### src/rtl/keypad_emu_pkg.sv
// Shared types and key-code helpers for the 4x4 matrix keypad emulator.
package keypad_emu_pkg;

  typedef enum logic [1:0] {
    IDLE,
    PRESS,
    GAP
  } state_e;

  localparam logic [3:0] ROW_IDLE = 4'b1111;

  function automatic logic [1:0] key_col(input logic [3:0] code);
    return code[3:2];
  endfunction

  function automatic logic [1:0] key_row(input logic [3:0] code);
    return code[1:0];
  endfunction

  // Index to active-low one-hot, as seen on the matrix pins.
  function automatic logic [3:0] col_pattern(input logic [1:0] idx);
    return ~(4'b0001 << idx);
  endfunction

  function automatic logic [3:0] row_pattern(input logic [1:0] idx);
    return ~(4'b0001 << idx);
  endfunction

endpackage

### src/rtl/keypad_emulator_if.sv
// Key request handshake between a requester (master) and the keypad emulator (slave).
interface keypad_emulator_if;
  logic       key_valid;
  logic [3:0] key_code;
  logic       key_ready;
  logic       abort;
  logic       busy;
  logic       done;

  modport master (
    output key_valid, key_code, abort,
    input  key_ready, busy, done
  );

  modport slave (
    input  key_valid, key_code, abort,
    output key_ready, busy, done
  );
endinterface

### src/rtl/keypad_emulator_col_visit_detect.sv
// Detects start/end of scanner visits to the target column.
// KEYPAD_EMU_SYNC_EN adds a 2-flop synchronizer on col_n for an asynchronous scanner.
module col_visit_detect
  import keypad_emu_pkg::*;
(
  input  logic       clk,
  input  logic       res,
  input  logic [3:0] col_n,
  input  logic [3:0] target,
  output logic       rise,
  output logic       fall
);

  logic [3:0] col_s;
  logic       match;
  logic       match_q;

`ifdef KEYPAD_EMU_SYNC_EN
  logic [3:0] col_meta;
  logic [3:0] col_sync;

  // Reset to the idle bus value so no phantom visit appears out of reset.
  always_ff @(posedge clk or posedge res) begin
    if (res) begin
      col_meta <= ROW_IDLE;
      col_sync <= ROW_IDLE;
    end else begin
      col_meta <= col_n;
      col_sync <= col_meta;
    end
  end

  assign col_s = col_sync;
`else
  assign col_s = col_n;
`endif

  // target is always one-hot, so idle or multi-low strobes can never match.
  assign match = (col_s == target);

  // NOTE: sequential state uses non-blocking assignments so every flop samples pre-edge values.
  always_ff @(posedge clk or posedge res) begin
    if (res) match_q <= 1'b0;
    else     match_q <= match;
  end

  assign rise = match & ~match_q;
  assign fall = ~match & match_q;

endmodule

### src/rtl/keypad_emulator.sv
// One-key 4x4 active-low keypad emulator responding to a column-scanning reader.
// Define KEYPAD_EMU_SYNC_EN to synchronize col_n before visit counting.
module keypad_emulator
  import keypad_emu_pkg::*;
#(
  parameter int unsigned HOLD_SCANS = 8,
  parameter int unsigned GAP_SCANS  = 4
) (
  input  logic               clk,
  input  logic               res,
  keypad_emulator_if.slave   key,
  input  logic [3:0]         col_n,
  output logic [3:0]         row_n
);

  localparam int unsigned CNT_MAX = (HOLD_SCANS > GAP_SCANS) ? HOLD_SCANS : GAP_SCANS;
  localparam int          CNT_W   = $clog2(CNT_MAX + 1);

  localparam logic [CNT_W-1:0] HOLD_C   = CNT_W'(HOLD_SCANS);
  localparam logic [CNT_W-1:0] GAP_LAST = CNT_W'(GAP_SCANS - 1);

  state_e           state;
  logic [CNT_W-1:0] cnt;
  logic [3:0]       code_q;
  logic             done_q;

  logic [3:0] target_col;
  logic [3:0] drive_row;
  logic       rise;
  logic       fall;

  assign target_col = col_pattern(key_col(code_q));
  assign drive_row  = row_pattern(key_row(code_q));

  col_visit_detect u_visit (
    .clk    (clk),
    .res    (res),
    .col_n  (col_n),
    .target (target_col),
    .rise   (rise),
    .fall   (fall)
  );

  always_ff @(posedge clk or posedge res) begin
    if (res) begin
      state  <= IDLE;
      cnt    <= '0;
      code_q <= 4'd0;
      done_q <= 1'b0;
    end else begin
      done_q <= 1'b0;
      if (key.abort) begin
        state <= IDLE;
        cnt   <= '0;
      end else begin
        case (state)
          IDLE: begin
            if (key.key_valid) begin
              code_q <= key.key_code;
              cnt    <= '0;
              state  <= PRESS;
            end
          end
          PRESS: begin
            // Leaving only on a fall guarantees the final counted visit ran to completion.
            if (fall && cnt == HOLD_C) begin
              cnt   <= '0;
              state <= GAP;
            end else if (rise && cnt != HOLD_C) begin
              cnt <= cnt + CNT_W'(1);
            end
          end
          GAP: begin
            if (rise) begin
              if (cnt == GAP_LAST) begin
                cnt    <= '0;
                done_q <= 1'b1;
                state  <= IDLE;
              end else begin
                cnt <= cnt + CNT_W'(1);
              end
            end
          end
          default: begin
            state <= IDLE;
            cnt   <= '0;
          end
        endcase
      end
    end
  end

  // Switch-like path: raw col_n straight to row_n; async reset forces IDLE, releasing the row at once.
  // NOTE: default assignment first so every path writes row_n and no latch is inferred.
  always_comb begin
    row_n = ROW_IDLE;
    if (state == PRESS && col_n == target_col) row_n = drive_row;
  end

  assign key.key_ready = (state == IDLE);
  assign key.busy      = (state != IDLE);
  assign key.done      = done_q;

endmodule

### src/flat_wrapper.sv
// flat-port wrapper written by rule: the top's interface ports become plain ports
module keypad_emulator_flat import keypad_emu_pkg::*;
#(
  parameter int unsigned HOLD_SCANS = 8,
  parameter int unsigned GAP_SCANS  = 4
)
  (clk, res, col_n, row_n, key_key_valid, key_key_code, key_abort, key_key_ready, key_busy, key_done);
  keypad_emulator_if key_i ();
  input  logic clk;
  input  logic res;
  input  logic [3:0] col_n;
  output logic [3:0] row_n;
  input wire logic [$bits(key_i.key_valid)-1:0] key_key_valid;
  input wire logic [$bits(key_i.key_code)-1:0] key_key_code;
  input wire logic [$bits(key_i.abort)-1:0] key_abort;
  output wire logic [$bits(key_i.key_ready)-1:0] key_key_ready;
  output wire logic [$bits(key_i.busy)-1:0] key_busy;
  output wire logic [$bits(key_i.done)-1:0] key_done;
  assign key_i.key_valid = key_key_valid;
  assign key_i.key_code = key_key_code;
  assign key_i.abort = key_abort;
  assign key_key_ready = key_i.key_ready;
  assign key_busy = key_i.busy;
  assign key_done = key_i.done;
  keypad_emulator #(.HOLD_SCANS(HOLD_SCANS), .GAP_SCANS(GAP_SCANS)) u_core (.clk(clk), .res(res), .key(key_i), .col_n(col_n), .row_n(row_n));
endmodule
### config.mk
export PLATFORM = sky130hd
export DESIGN_NAME = keypad_emulator_flat
export DESIGN_NICKNAME = d
export VERILOG_FILES = /design/src/rtl/keypad_emu_pkg.sv /design/src/rtl/keypad_emulator_if.sv /design/src/rtl/keypad_emulator_col_visit_detect.sv /design/src/rtl/keypad_emulator.sv /design/src/flat_wrapper.sv
export SDC_FILE = /design/constraint.sdc
export NUM_CORES = 1
export LEC_CHECK = 0
export ABC_CLOCK_PERIOD_IN_PS = 3100
export CAP_MARGIN = 40
export CELL_PAD_IN_SITES_DETAIL_PLACEMENT = 1
export CELL_PAD_IN_SITES_GLOBAL_PLACEMENT = 1
export CORE_UTILIZATION = 39
export DETAILED_ROUTE_END_ITERATION = 16
export GPL_TIMING_DRIVEN = 0
export PLACE_DENSITY_LB_ADDON = 0.1
export SLEW_MARGIN = 20
export SYNTH_ARGS = -nofsm -noshare
export SYNTH_HDL_FRONTEND = slang
export SYNTH_SLANG_ARGS = --single-unit
### constraint.sdc
create_clock -name clk -period 3.1 [get_ports clk]
set_input_delay 0.775 -clock clk [delete_from_list [all_inputs] [get_ports clk]]
set_output_delay 0.775 -clock clk [all_outputs]
set_load 0.05 [all_outputs]
* Yosys cells after proc, flatten, opt, wreduce, memory -nomap -nowiden *
Cells that the tools add are included.

cells by class
  eq/ne operators = 11
  bitwise gates (word level) = 7
  shift-type cells = 2
  add/sub/neg operators = 1
  reductions and logical operators = 8
  muxes and demuxes = 18

operators by type and width
  kind                                                  number
  two-way mux 4 bit                                     7
  one-hot mux 4 bit (3 select lines)                    1
  two-way mux 2 bit                                     5
  != test 3 x 2 -> 1 bit (second input constant)        3
  NOT 4 bit                                             2
  left shift 1 x 2 -> 4 bit (first input constant)      2
  one-hot mux 2 bit (3 select lines)                    1
  AND reduction 3 bit                                   2
  adder 4 x 1 -> 4 bit (second input constant)          1
  equality test 4 x 2 -> 1 bit (second input constant)  1
  equality test 4 bit                                   1
  equality test 4 bit (second input constant)           1
  two-way mux 1 bit                                     4
  != test 4 x 2 -> 1 bit (second input constant)        1
  != test 4 bit (second input constant)                 1
  AND reduction 4 bit                                   1
  logical AND 1 bit                                     3
  != test 3 bit (second input constant)                 1
  NOT 1 bit                                             3
  AND 1 bit                                             2
  equality test 2 x 1 -> 1 bit (second input constant)  1
  equality test 2 bit (second input constant)           1
  zero test 2 bit                                       1
  nonzero test 2 bit                                    1

word-level totals
  word-level logic and storage cells = 52
  register bits after elaboration = 12

* Logic depth before layout (Yosys ltp) *
  word-level depth = 9
  gate-level depth with buffers = 8
  depth with buffers taken out = 8

* By module *
Synthesis repeated with hierarchy kept, for this count alone.

unflattened totals
  cells, all modules = 93
  area total of the unflattened synthesis = 873.3 µm²

modules (own cells, without submodules)
  module            cells an instance  times used  area an instance (µm²)
  keypad_emulator   83                 1           789.5
  col_visit_detect  10                 1           83.8

* Least setup slack after synthesis *
Ideal clock, no wire load.

  path type = input -> output
  from = input port col_n[3]
  to = output port row_n[0]
  data arrival time = 2.062 ns
  stages on the path = 7
  slack = 0.263 ns
  required time = 2.325 ns
  cells stage by stage = and3b_1 > o2111ai_1 > and2_4 > buf_6 > inv_2 > nand2_1 > or3_1

on the way
  word-level cells in the longest chain between the ends = 3

ends and longest elaborated chain
  what                            line                                    RTL
  start: declaration              flat_wrapper.sv:11                      input logic [3:0] col_n;
  equality test 4 bit             --
  named net u_core.u_visit.match  keypad_emulator_col_visit_detect.sv:15  logic match;
  logical AND 1 bit               keypad_emulator.sv:97                   if (state == PRESS && col_n == target_col) row_n = drive_row;
  two-way mux 4 bit               keypad_emulator.sv:97
  end: declaration                flat_wrapper.sv:12                      output logic [3:0] row_n;

The timed path passes the listed nets, and every way through them passes these cells.

* Worst setup path after layout *
  from = input port col_n[2]
  to = output port row_n[0]

Same word-level chain as after synthesis.

==> out/qor.csv <==
stage;metric;value;unit
timing;period_needed;3010;ps
yosys;synth_common_cells;dfrtp_1 (12), inv_1 (9), nand2_1 (9), ha_1 (6);
routing;via_per_inst;5.27;
die;initial_core_util;41.7;%
timing;fin_worst_skew;3.31;ps
critical_path;regToRegEndpoint;u_core.cnt[3];
yosys;synth.most_common_cell;dfrtp_1;
power_and_ir_drop;p_leak;0.470;nW
critical_path;reg2regPathDepth;8;
global_routing;grt_use_total;20.2;%
clock_network;insertion_delay;280;ps
placed_design;placed_cell_area;1040;um2
yosys;avgSynthCellArea;9.73;um2
placed_design;gp_congestion;0.764;
timing;finalHoldViolations;0;
outcome;status;completed;
timing;maxSlewViolCount;0;
power_and_ir_drop;p_sw_share;43.9;%
clock_network;cts_inserted_buffers;3;
yosys;synth-seq-area-share;36.3;%
power_and_ir_drop;internal-power;0.430;mW
critical_path;critical_path_class;input port to output pin;
die;die-width;48.1;um
yosys;ys_warn_count;0;
die;die_h;48.1;um
clock_network;ctsHtreeMaxLevel;1;
cells_and_area;finalNetCount;127;
yosys;synth-edff-count;0;
die;io_pins;19;
yosys;synth_largest_area_cell;dfrtp_1;
yosys;ys_async_sr_fraction;100;%
routing;drtPass1Iterations;4;
die;rows;16;
critical_path;r2r-start;u_core.cnt[0];
routing;drt_iter0_drc;10;
timing;setup_viol;0;
yosys;syn_nets;103;
global_routing;grt_pass1_wl;3170;um
critical_path;end_kind;output pin;
clock_network;cts_root_buf;clkbuf_4;
critical_path;cp-start-kind;input port;
hold_path;hold_depth;1;
power_and_ir_drop;ir_drop;0.502;mV
power_and_ir_drop;report.power.total;0.766;mW
routing;drc;0;
routing;ant_nets;0;
timing;finalCritPeriodShare;97.0;%
clock_network;cts_tree;done;
yosys;synth_top_area_share;36.3;%
power_and_ir_drop;pwr_density_cell;705;nW/um2
routing;routedWlPerCell;14.5;um
power_and_ir_drop;seq_power_share;32.6;%
power_and_ir_drop;switching_power;0.336;mW
placed_design;dp_hpwl;1600;um
routing;wirelength;1960;um
yosys;ys_seq_elements;12;
cells_and_area;n_antenna_cell;0;
flow_run;drv_cap;0;
critical_path;required;2320;ps
hold_path;min_delay_worst_endpoint;u_core.key.done;
clock_network;clkTransAtPathRegs;80;ps
yosys;synth_flop_cell;dfrtp_1;
yosys;synth_area;827;um2
placed_design;portBuffers;18;
yosys;synthDistinctLibCells;35;
critical_path;critPathMaxFanout;4;
power_and_ir_drop;pwr-share-comb;50.7;%
timing;rsz0062_at_grt;no;
global_routing;grt_overflow;0;
critical_path;regToRegSetupSlack;1100;ps
die;fp.coreArea;1980;um2
power_and_ir_drop;clockPowerShare;16.7;%
timing;tightest_slew;512;ps
die;die_area;2310;um2
global_routing;antenna_found_initial;0;
clock_network;clock_path_buffers;2;
yosys;synth_cells;85;
timing;relSlewSlack;65.8;%
cells_and_area;drive_gt1_share;24.1;%
global_routing;grt_pass1_vias;702;
cells_and_area;fill_cells;231;
cells_and_area;finish.instance_area;1090;um2
hold_path;holdCritStartpoint;u_core.u_visit.match_q;
timing;max_freq;332;MHz
global_routing;grt_max_degree;13;
cells_and_area;final_util;54.8;%
cells_and_area;area_delta_synth_final;31.3;%
clock_network;clkSinkCount;12;
critical_path;arrival;2230;ps
yosys;synth.area.top_cells;dfrtp_1 (36%), ha_1 (9.1%), mux2_2 (5.4%), inv_1 (4.1%), nand2_1 (4.1%);
routing;vias;711;
hold_path;min_path_type;flip-flop to flip-flop;
flip-flops by register name (all words and copies together), names as in the netlist:
name                    count
u_core.state                2
u_core.code_q               4
u_core.cnt                  4
u_core.u_visit.match_q      1
u_core.key.done             1
cell usage in the layout (no fill, tap or decap), drive strengths merged, types with 2 or more instances in the layout:
cell type,n
inv,10
ha,6
clkbuf,4
a211oi,2
nor2,4
o21ai,4
and3b,4
and2,2
buf,6
a21oi,2
nor3b,2
o221ai,3
mux2,4
dlygate4sd2,4
dfrtp,12
nand3,4
nand2,10
a31oi,2
clkdlybuf4s50,10
power by group through the flow:
stage / logic (mW) / registers [mW] / clock network [mW]
2_1_floorplan: 0.291 / 0.236 / 0
3_3_place_gp: 0.376 / 0.245 / 0
3_5_place_dp: 0.391 / 0.250 / 0
4_1_cts: 0.394 / 0.250 / 0.133
5_1_grt: 0.430 / 0.259 / 0.140
6_report: 0.389 / 0.250 / 0.128
routing by layer:
metal | wire length [um] | track usage (%)
met4 | 17 | 8.33
met1 | 884 | 26.6
met2 | 1030 | 34.3
met3 | 35 | 1.13
met5 | 0 | 0
layout make-up:
type	instances	area [um2]	share of cell area, %
Clock buffer	4	36.3	3.34
Inverter	10	40.0	3.69
Multi-Input combinational cell	62	497	45.7
Sequential cell	12	300	27.6
Tap cell	27	33.8	3.11
Timing Repair Buffer	20	179	16.5
repair_timing:
item                                    CTS  global route
setup buffers                             1             1
hold buffers                              0             0
resized for setup                        33             0
endpoints found under the setup margin    4             1
pin swaps                                 5             0
critical path, stage by stage:
cell	delay [ps]
dlygate4sd2_1	260
nor3b_2	200
o2111ai_2	160
and2_4	190
inv_4	60
nand2_2	60
or3_1	370
buf_6	160
through the flow:
| step | setup WS, ps | setup TNS, ps | hold WS, ps | instances |
|---|---|---|---|---|
| finish | 92.3 | 0 | 534 | 135 |
| global route | 25.2 | 0 | 565 | 135 |
| CTS | 70.9 | 0 | 531 | 134 |
| detailed placement | -835 | -3140 | 519 | 130 |
| global placement | -780 | -3020 | 508 | 130 |
| floorplan | 263 | 0 | 470 | 85 |
cells by family (layout without fill, tap and decap cells):
kind of cell | count (synthesis) | after routing | share of synthesized area, %
AND/OR/NAND/NOR | 33 | 33 | 22.7
adder cells (fa/ha/maj) | 6 | 6 | 9.08
AO/OA/AOI/OAI | 18 | 18 | 19.4
multiplexers | 5 | 5 | 6.66
buffers and inverters | 11 | 34 | 5.90
flip-flops | 12 | 12 | 36.3
worst max-delay path by stage:
stage / startpoint / end / slack, ps / depth (start not counted)
final: col_n[2] / row_n[0] / 90 / 8
after global routing: col_n[2] / row_n[0] / 30 / 8
after CTS: col_n[2] / row_n[0] / 70 / 8
after detailed placement: col_n[1] / row_n[1] / -830 / 10
after global placement: col_n[1] / row_n[0] / -780 / 9
after floorplan: col_n[3] / row_n[0] / 260 / 7
Note: power is estimated with default switching activity, not from simulation.
